## src/rtl/rv32i_mc_ctrl.sv

```systemverilog
// Multi-cycle RV32I control unit.
// Walks each instruction through FETCH -> DECODE -> EXEC -> (MEM) -> (WB)
// and drives datapath enables and selects combinationally from the current
// state, the opcode held in the external IR and the memory handshake.
// An unknown opcode or a memory that stays silent for too long parks the
// FSM in TRAP with a sticky fault, and only reset leaves TRAP.
// Every control output is forced low while reset is held.
module rv32i_mc_ctrl #(
    parameter int WAIT_LIMIT = 16
) (
    input  logic        clk,
    input  logic        rst_n,
    input  logic [6:0]  opcode,
    input  logic        br_taken,
    input  logic        mem_ready,
    output logic        mem_req,
    output logic        mem_we,
    output logic        ir_we,
    output logic        pc_we,
    output logic        reg_we,
    output logic [1:0]  pc_sel,
    output logic [2:0]  imm_sel,
    output logic        alu_a_sel,
    output logic        alu_b_sel,
    output logic [1:0]  wb_sel,
    output logic [2:0]  state,
    output logic        fault,
    output logic [31:0] instret
);

    // FSM state encodings (also exported on the debug port)
    localparam logic [2:0] S_FETCH  = 3'd0;
    localparam logic [2:0] S_DECODE = 3'd1;
    localparam logic [2:0] S_EXEC   = 3'd2;
    localparam logic [2:0] S_MEM    = 3'd3;
    localparam logic [2:0] S_WB     = 3'd4;
    localparam logic [2:0] S_TRAP   = 3'd5;

    // RV32I major opcodes
    localparam logic [6:0] OPC_LUI    = 7'b0110111;
    localparam logic [6:0] OPC_AUIPC  = 7'b0010111;
    localparam logic [6:0] OPC_JAL    = 7'b1101111;
    localparam logic [6:0] OPC_JALR   = 7'b1100111;
    localparam logic [6:0] OPC_BRANCH = 7'b1100011;
    localparam logic [6:0] OPC_LOAD   = 7'b0000011;
    localparam logic [6:0] OPC_STORE  = 7'b0100011;
    localparam logic [6:0] OPC_OPIMM  = 7'b0010011;
    localparam logic [6:0] OPC_OP     = 7'b0110011;

    // Immediate format selects
    localparam logic [2:0] IMM_I  = 3'd0;
    localparam logic [2:0] IMM_S  = 3'd1;
    localparam logic [2:0] IMM_SB = 3'd2;
    localparam logic [2:0] IMM_UJ = 3'd3;
    localparam logic [2:0] IMM_U  = 3'd4;

    // Next-PC sources
    localparam logic [1:0] PC_PLUS4 = 2'd0;
    localparam logic [1:0] PC_REL   = 2'd1;
    localparam logic [1:0] PC_JALR  = 2'd2;

    // Write-back sources
    localparam logic [1:0] WB_ALU = 2'd0;
    localparam logic [1:0] WB_MEM = 2'd1;
    localparam logic [1:0] WB_PC4 = 2'd2;

    // The counter holds the number of silent cycles already spent; the
    // cycle in which it equals WAIT_LIMIT-1 is the last one allowed.
    localparam int             CNT_W     = $clog2(WAIT_LIMIT + 1);
    localparam logic [CNT_W-1:0] WAIT_LAST = CNT_W'(WAIT_LIMIT - 1);

    logic [2:0]       state_q, state_d;
    logic [CNT_W-1:0] wait_cnt_q, wait_cnt_d;
    logic             fault_q, fault_d;
    logic [31:0]      instret_q, instret_d;

    // Opcode classification
    logic       is_legal;
    logic       is_load;
    logic       is_store;
    logic       is_branch;
    logic       is_jal;
    logic       is_jalr;
    logic       is_op;
    logic       is_auipc;
    logic [2:0] imm_dec;

    // Ungated control values for the current cycle
    logic       mem_req_c;
    logic       mem_we_c;
    logic       ir_we_c;
    logic       pc_we_c;
    logic       reg_we_c;
    logic [1:0] pc_sel_c;
    logic [2:0] imm_sel_c;
    logic       alu_a_sel_c;
    logic       alu_b_sel_c;
    logic [1:0] wb_sel_c;

    // Memory gave up: still no mem_ready in the last permitted wait cycle
    logic       wait_expired;

    // Classify the opcode and pick its immediate format
    always_comb begin
        is_legal  = 1'b1;
        is_load   = (opcode == OPC_LOAD);
        is_store  = (opcode == OPC_STORE);
        is_branch = (opcode == OPC_BRANCH);
        is_jal    = (opcode == OPC_JAL);
        is_jalr   = (opcode == OPC_JALR);
        is_op     = (opcode == OPC_OP);
        is_auipc  = (opcode == OPC_AUIPC);
        imm_dec   = IMM_I;
        case (opcode)
            OPC_LUI, OPC_AUIPC:            imm_dec = IMM_U;
            OPC_JAL:                       imm_dec = IMM_UJ;
            OPC_BRANCH:                    imm_dec = IMM_SB;
            OPC_STORE:                     imm_dec = IMM_S;
            OPC_JALR, OPC_LOAD, OPC_OPIMM: imm_dec = IMM_I;
            OPC_OP:                        imm_dec = IMM_I;
            default: begin
                imm_dec  = IMM_I;
                is_legal = 1'b0;
            end
        endcase
    end

    assign wait_expired = (wait_cnt_q == WAIT_LAST) && !mem_ready;

    // Next-state, wait counter, fault and per-state control outputs
    always_comb begin
        state_d     = state_q;
        wait_cnt_d  = '0;
        fault_d     = fault_q;
        mem_req_c   = 1'b0;
        mem_we_c    = 1'b0;
        ir_we_c     = 1'b0;
        pc_we_c     = 1'b0;
        reg_we_c    = 1'b0;
        pc_sel_c    = PC_PLUS4;
        imm_sel_c   = IMM_I;
        alu_a_sel_c = 1'b0;
        alu_b_sel_c = 1'b0;
        wb_sel_c    = WB_ALU;

        case (state_q)
            S_FETCH: begin
                mem_req_c = 1'b1;
                if (mem_ready) begin
                    ir_we_c = 1'b1;
                    state_d = S_DECODE;
                end else if (wait_expired) begin
                    state_d = S_TRAP;
                    fault_d = 1'b1;
                end else begin
                    wait_cnt_d = wait_cnt_q + 1'b1;
                end
            end

            S_DECODE: begin
                imm_sel_c = imm_dec;
                if (is_legal) begin
                    state_d = S_EXEC;
                end else begin
                    state_d = S_TRAP;
                    fault_d = 1'b1;
                end
            end

            S_EXEC: begin
                imm_sel_c   = imm_dec;
                alu_a_sel_c = is_auipc || is_jal || is_branch;
                alu_b_sel_c = !is_op;
                if (is_branch) begin
                    // Branches finish here: the compare result picks the PC
                    pc_we_c  = 1'b1;
                    pc_sel_c = br_taken ? PC_REL : PC_PLUS4;
                    state_d  = S_FETCH;
                end else if (is_load || is_store) begin
                    state_d = S_MEM;
                end else begin
                    state_d = S_WB;
                end
            end

            S_MEM: begin
                mem_req_c = 1'b1;
                mem_we_c  = is_store;
                imm_sel_c = imm_dec;
                if (mem_ready) begin
                    if (is_store) begin
                        // Stores have nothing to write back
                        pc_we_c  = 1'b1;
                        pc_sel_c = PC_PLUS4;
                        state_d  = S_FETCH;
                    end else begin
                        state_d = S_WB;
                    end
                end else if (wait_expired) begin
                    state_d = S_TRAP;
                    fault_d = 1'b1;
                end else begin
                    wait_cnt_d = wait_cnt_q + 1'b1;
                end
            end

            S_WB: begin
                imm_sel_c = imm_dec;
                reg_we_c  = 1'b1;
                pc_we_c   = 1'b1;
                if (is_load) begin
                    wb_sel_c = WB_MEM;
                end else if (is_jal || is_jalr) begin
                    wb_sel_c = WB_PC4;
                end else begin
                    wb_sel_c = WB_ALU;
                end
                if (is_jal) begin
                    pc_sel_c = PC_REL;
                end else if (is_jalr) begin
                    pc_sel_c = PC_JALR;
                end else begin
                    pc_sel_c = PC_PLUS4;
                end
                state_d = S_FETCH;
            end

            S_TRAP: begin
                state_d = S_TRAP;
            end

            default: begin
                // Unused encodings are treated as a corrupted FSM
                state_d = S_TRAP;
                fault_d = 1'b1;
            end
        endcase
    end

    // A retirement is exactly a cycle that writes the PC; TRAP never writes it
    assign instret_d = pc_we_c ? (instret_q + 32'd1) : instret_q;

    // State, wait counter, sticky fault and retired-instruction counter
    always_ff @(posedge clk or negedge rst_n) begin
        if (!rst_n) begin
            state_q    <= S_FETCH;
            wait_cnt_q <= '0;
            fault_q    <= 1'b0;
            instret_q  <= 32'd0;
        end else begin
            state_q    <= state_d;
            wait_cnt_q <= wait_cnt_d;
            fault_q    <= fault_d;
            instret_q  <= instret_d;
        end
    end

    // Reset masks every control output at once, so an instruction aborted
    // by reset never leaves a stray write or request behind.
    assign mem_req   = rst_n & mem_req_c;
    assign mem_we    = rst_n & mem_we_c;
    assign ir_we     = rst_n & ir_we_c;
    assign pc_we     = rst_n & pc_we_c;
    assign reg_we    = rst_n & reg_we_c;
    assign pc_sel    = rst_n ? pc_sel_c : PC_PLUS4;
    assign imm_sel   = rst_n ? imm_sel_c : IMM_I;
    assign alu_a_sel = rst_n & alu_a_sel_c;
    assign alu_b_sel = rst_n & alu_b_sel_c;
    assign wb_sel    = rst_n ? wb_sel_c : WB_ALU;

    assign state     = state_q;
    assign fault     = fault_q;
    assign instret   = instret_q;

endmodule

```

## config.mk

```make
export PLATFORM = sky130hd
export DESIGN_NAME = rv32i_mc_ctrl
export DESIGN_NICKNAME = d
export VERILOG_FILES = /design/src/rtl/rv32i_mc_ctrl.sv
export SDC_FILE = /design/constraint.sdc
export NUM_CORES = 1
export LEC_CHECK = 0
export ABC_AREA = 1
export CORE_ASPECT_RATIO = 0.75
export CORE_UTILIZATION = 46
export DETAILED_ROUTE_END_ITERATION = 8
export GPL_TIMING_DRIVEN = 0
export PLACE_DENSITY = 0.76
export SETUP_SLACK_MARGIN = 0.02
export SLEW_MARGIN = 20
export SYNTH_ARGS = -nofsm -noshare
export SYNTH_HDL_FRONTEND = slang
export SYNTH_SLANG_ARGS = --single-unit
export TNS_END_PERCENT = 100
```

## constraint.sdc

```tcl
create_clock -name clk -period 1.45 [get_ports clk]
set_input_delay 0.2175 -clock clk [delete_from_list [all_inputs] [get_ports clk]]
set_output_delay 0.2175 -clock clk [all_outputs]
set_load 0.02 [all_outputs]
```

==> key figures <==
Run status
  – Outcome: finished with violations
  – Failing checks: setup timing

STA
  – Worst slew margin: 0.401
  – Slew Limit Fails: 0
  – Setup_tns: -9250 ps
  – RSZ-0062 raised after global routing: yes
  – Fin. Hold Viols: 0
  – Setup WS post-layout: -394 ps
  – Setup violators final: 50
  – Max Clk Rate: approximately 540 MHz
  – Fin crit share: 1.27
  – Slew @ Worst Pin: 895 ps
  – Final clock skew: between 10 and 15 ps
  – Period minus WS final: between 1500 and 2000 ps

Yosys
  – Synthesized area: ~2800 um^2
  – Largest family of logic cells by synthesized area: simple AND/OR/NAND/NOR gates
  – Gate Count Post-Synth: between 400 and 500
  – Xor/xnor cell area share of the yosys netlist: 0.0557
  – Post-Syn Nets: 450
  – Post-synthesis register bit count: between 40 and 50
  – Post-synthesis compound-gate area fraction: 0.0610
  – Number of distinct library cells after synthesis: 27
  – Post-Synth Adder-Cell Area: 0.00883
  – Mean Syn Cell Area: roughly 6.5 um^2
  – Mux contribution to synthesized area: 0
  – Seq/Total Area, Yosys: 0.362
  – Synth Warn #: 0
  – Simple-gate share of the synthesized area: 0.432

Die
  – Die Ht: ~70 um
  – I/O pin count: 61
  – DIE AREA: 6480 um^2
  – Initial core utilization: 0.481
  – Placeable Area: about 5900 um^2
  – Chip Width: approximately 93 um
  – Row cnt: 24

Critical path
  – CP max FO: 4
  – Crit-path most repeated cell: nor2_4
  – Critical path required time: roughly 1200 ps
  – Type of the worst setup path: flip-flop to output port
  – Critical Path Source Type: flip-flop
  – Crit path capture type: output port
  – Stages on worst setup path: 8
  – CP cell instances: buf_4 > nor2_4 > nor2_4 > nand2_4 > inv_4 > buf_8 > nor2_4 > buf_6
  – Slowest-stage cell, CP: dfrtp_2
  – Worst path top cell family by delay: flip-flops
  – Critical path arrival: around 1600 ps
  – CP max stage delay: 490 ps
  – Buffers and inverters on the worst path: 4
  – Worst Reg-to-Reg Cells: 10

Global route
  – Grt peak-use layer: met2
  – Total Routing Usage GR: 0.324
  – Met1 Use GR: 0.456
  – Maximum number of pins on one net before global-route repair: 24
  – GR Util met2: 0.489
  – Met3 Use GR: 0.0839
  – Vias in the first global route: 3224
  – Global-route wire length before repair: 16.1 mm
  – Antenna violations before repair: 0
  – Grt total ovfl: 0

Detailed routing
  – Via-to-Cell Ratio: between 5 and 6
  – DRT iter0 DRCs: about 320
  – Drt drc: 0
  – Routed WL: about 11 mm
  – Post-route ant nets: 0
  – Routed via count: roughly 3500
  – Wire length per cell: approximately 17 um
  – DR pass1 iterations: 5

CTS
  – H-Tree Depth: 2
  – Clk_lat worst skew: about 300 ps
  – Root buffer selected by CTS: clkbuf_8
  – TritonCTS buffer count: 5
  – TritonCTS clock tree: built
  – Sink Count: between 40 and 50
  – CTS Buffer Depth: 2
  – Clock slew at the register clock pins of the worst setup and hold paths: 90 ps

Layout
  – Final Instance Area: 4590 um^2
  – Inserted Diodes: 0
  – Filler instances: approximately 400
  – Share of layout cells above drive strength 1: 0.338
  – Area taken by multi-input logic gates: just under 2000 um^2
  – Storage cell area: 1040 um^2
  – P&R area growth vs syn: 62.1%
  – # nets final: 562

Placed design
  – Global placement routability congestion: around 0.9
  – Placed cell areas: ~3600 um^2
  – I/O Buffers: 60
  – DPL Wire Length: approximately 6.4 mm

Pwr
  – Worst vdd rail ir drop: 0.000441 V
  – Power density over cell area: roughly 500 nW/um^2
  – Leak: 2.15 nW

Flow run
  – Max-cap violations: 0

Worst hold path
  – Min-delay worst type: primary input to async pin
==> path summary, 6_finish.rpt <==
kind / from / end / slack, ps
hold reg to reg: wait_cnt_q[0]$_DFF_PN0_ / wait_cnt_q[0]$_DFF_PN0_ / 480
setup / recovery: state[0]$_DFF_PN0_ / pc_we / -390
setup reg to reg: state[0]$_DFF_PN0_ / instret[17]$_DFFE_PN0P_ / -200
max in group asynchronous: rst_n / instret[14]$_DFFE_PN0P_ / 280
hold / removal: rst_n / wait_cnt_q[3]$_DFF_PN0_ / 120
min in group clk: mem_ready / wait_cnt_q[0]$_DFF_PN0_ / 360
==> layout make-up <==
| type | instances | area share |
|---|---|---|
| sequential | 41 | 0.226 |
| inverter | 43 | 0.0373 |
| multi-input combinational | 346 | 0.429 |
| clock buffer | 6 | 0.0158 |
| timing repair buffer | 105 | 0.240 |
| clock inverter | 2 | 0.00763 |
| buffer | 7 | 0.0229 |
| tap | 78 | 0.0213 |
==> cell usage in the layout, fill, tap and decap left out, types with 4 or more instances in the layout <==
cell type      synthesis  final
nand2_4                1      5
dfrtp_2                0     10
buf_16                 0      7
buf_8                  0      8
xor2_1                15     15
clkbuf_8               0      5
o21ai_2                2     13
buf_6                  4     20
nand2_2                2     23
dlygate4sd2_1          0     38
inv_2                  4     10
nor2_2                 4     13
inv_4                  0      4
nor2_1                83     59
nand2_1              158    132
nand3_1               24     21
o21ai_1               16      7
dfrtp_1               41     31
inv_1                 39     29
nor3_1                11      8
buf_4                  2     28
nor2_4                 1     16
nand3b_1               4      4
==> state kept, by name, indices dropped and copies added (netlist names) <==
register and flops:
state 3, fault 1, instret 32, wait_cnt_q 5
==> through the flow <==
stage / util / hold slack [ps] / power [W] / cells / worst slack [ps]
CTS: 0.747 / 340 / 0.00221 / 623 / -372
floorplan: - / -78.1 / 0.00121 / 437 / -105
global placement: 0.615 / 455 / 0.00128 / 575 / -2510
finish: 0.780 / 119 / 0.00224 / 628 / -394
global route: 0.780 / 164 / 0.00228 / 628 / -452
detailed placement: 0.618 / 200 / 0.00128 / 576 / -1160
==> power by group <==
group | switching, W | internal (W)
Clock | 0.000452 | 0.000512
Sequential | 0.00000281 | 0.00114
Combinational | 0.0000896 | 0.0000432
==> worst min-delay path: cells and delay by family <==
family / cells / cell delay (ps)
buf+inv: 3 / 670
==> cell families after synthesis <==
kind of cell    count (synthesis)
simple gates                  295
compound gates                 31
flops                          41
buf+inv                        50
fa+ha+maj                       2
xor+xnor                       18
==> metal layers <==
metal / share of wire / wire, um
met1: 0.42 / 4550
met2: 0.45 / 4940
met3: 0.099 / 1080
met4: 0.033 / 358
met5: 0 / 0
==> Yosys cell counts, drive strengths merged <==
master | number | area share
nor4 | 1 | 0.0022
nor2 | 88 | 0.12
ha | 2 | 0.0088
nand4 | 3 | 0.0066
a21boi | 3 | 0.0079
o21ai | 20 | 0.038
a21oi | 7 | 0.012
nor3 | 11 | 0.019
o211ai | 1 | 0.0027
nand3b | 4 | 0.011
inv | 43 | 0.057
xor2 | 15 | 0.046
xnor2 | 3 | 0.0093
nand3 | 27 | 0.053
dfrtp | 41 | 0.36
nand2 | 161 | 0.22
buf | 7 | 0.023
==> what timing repair did <==
action	in CTS	in global routing
pin swaps	16	7
endpoints found under the setup margin	84	51
buffers inserted	30	6
hold endpoints to repair	18	0
resized for setup	219	52
cloned	7	0
hold buffers	2	0
Note: power is estimated with default switching activity, not from simulation.
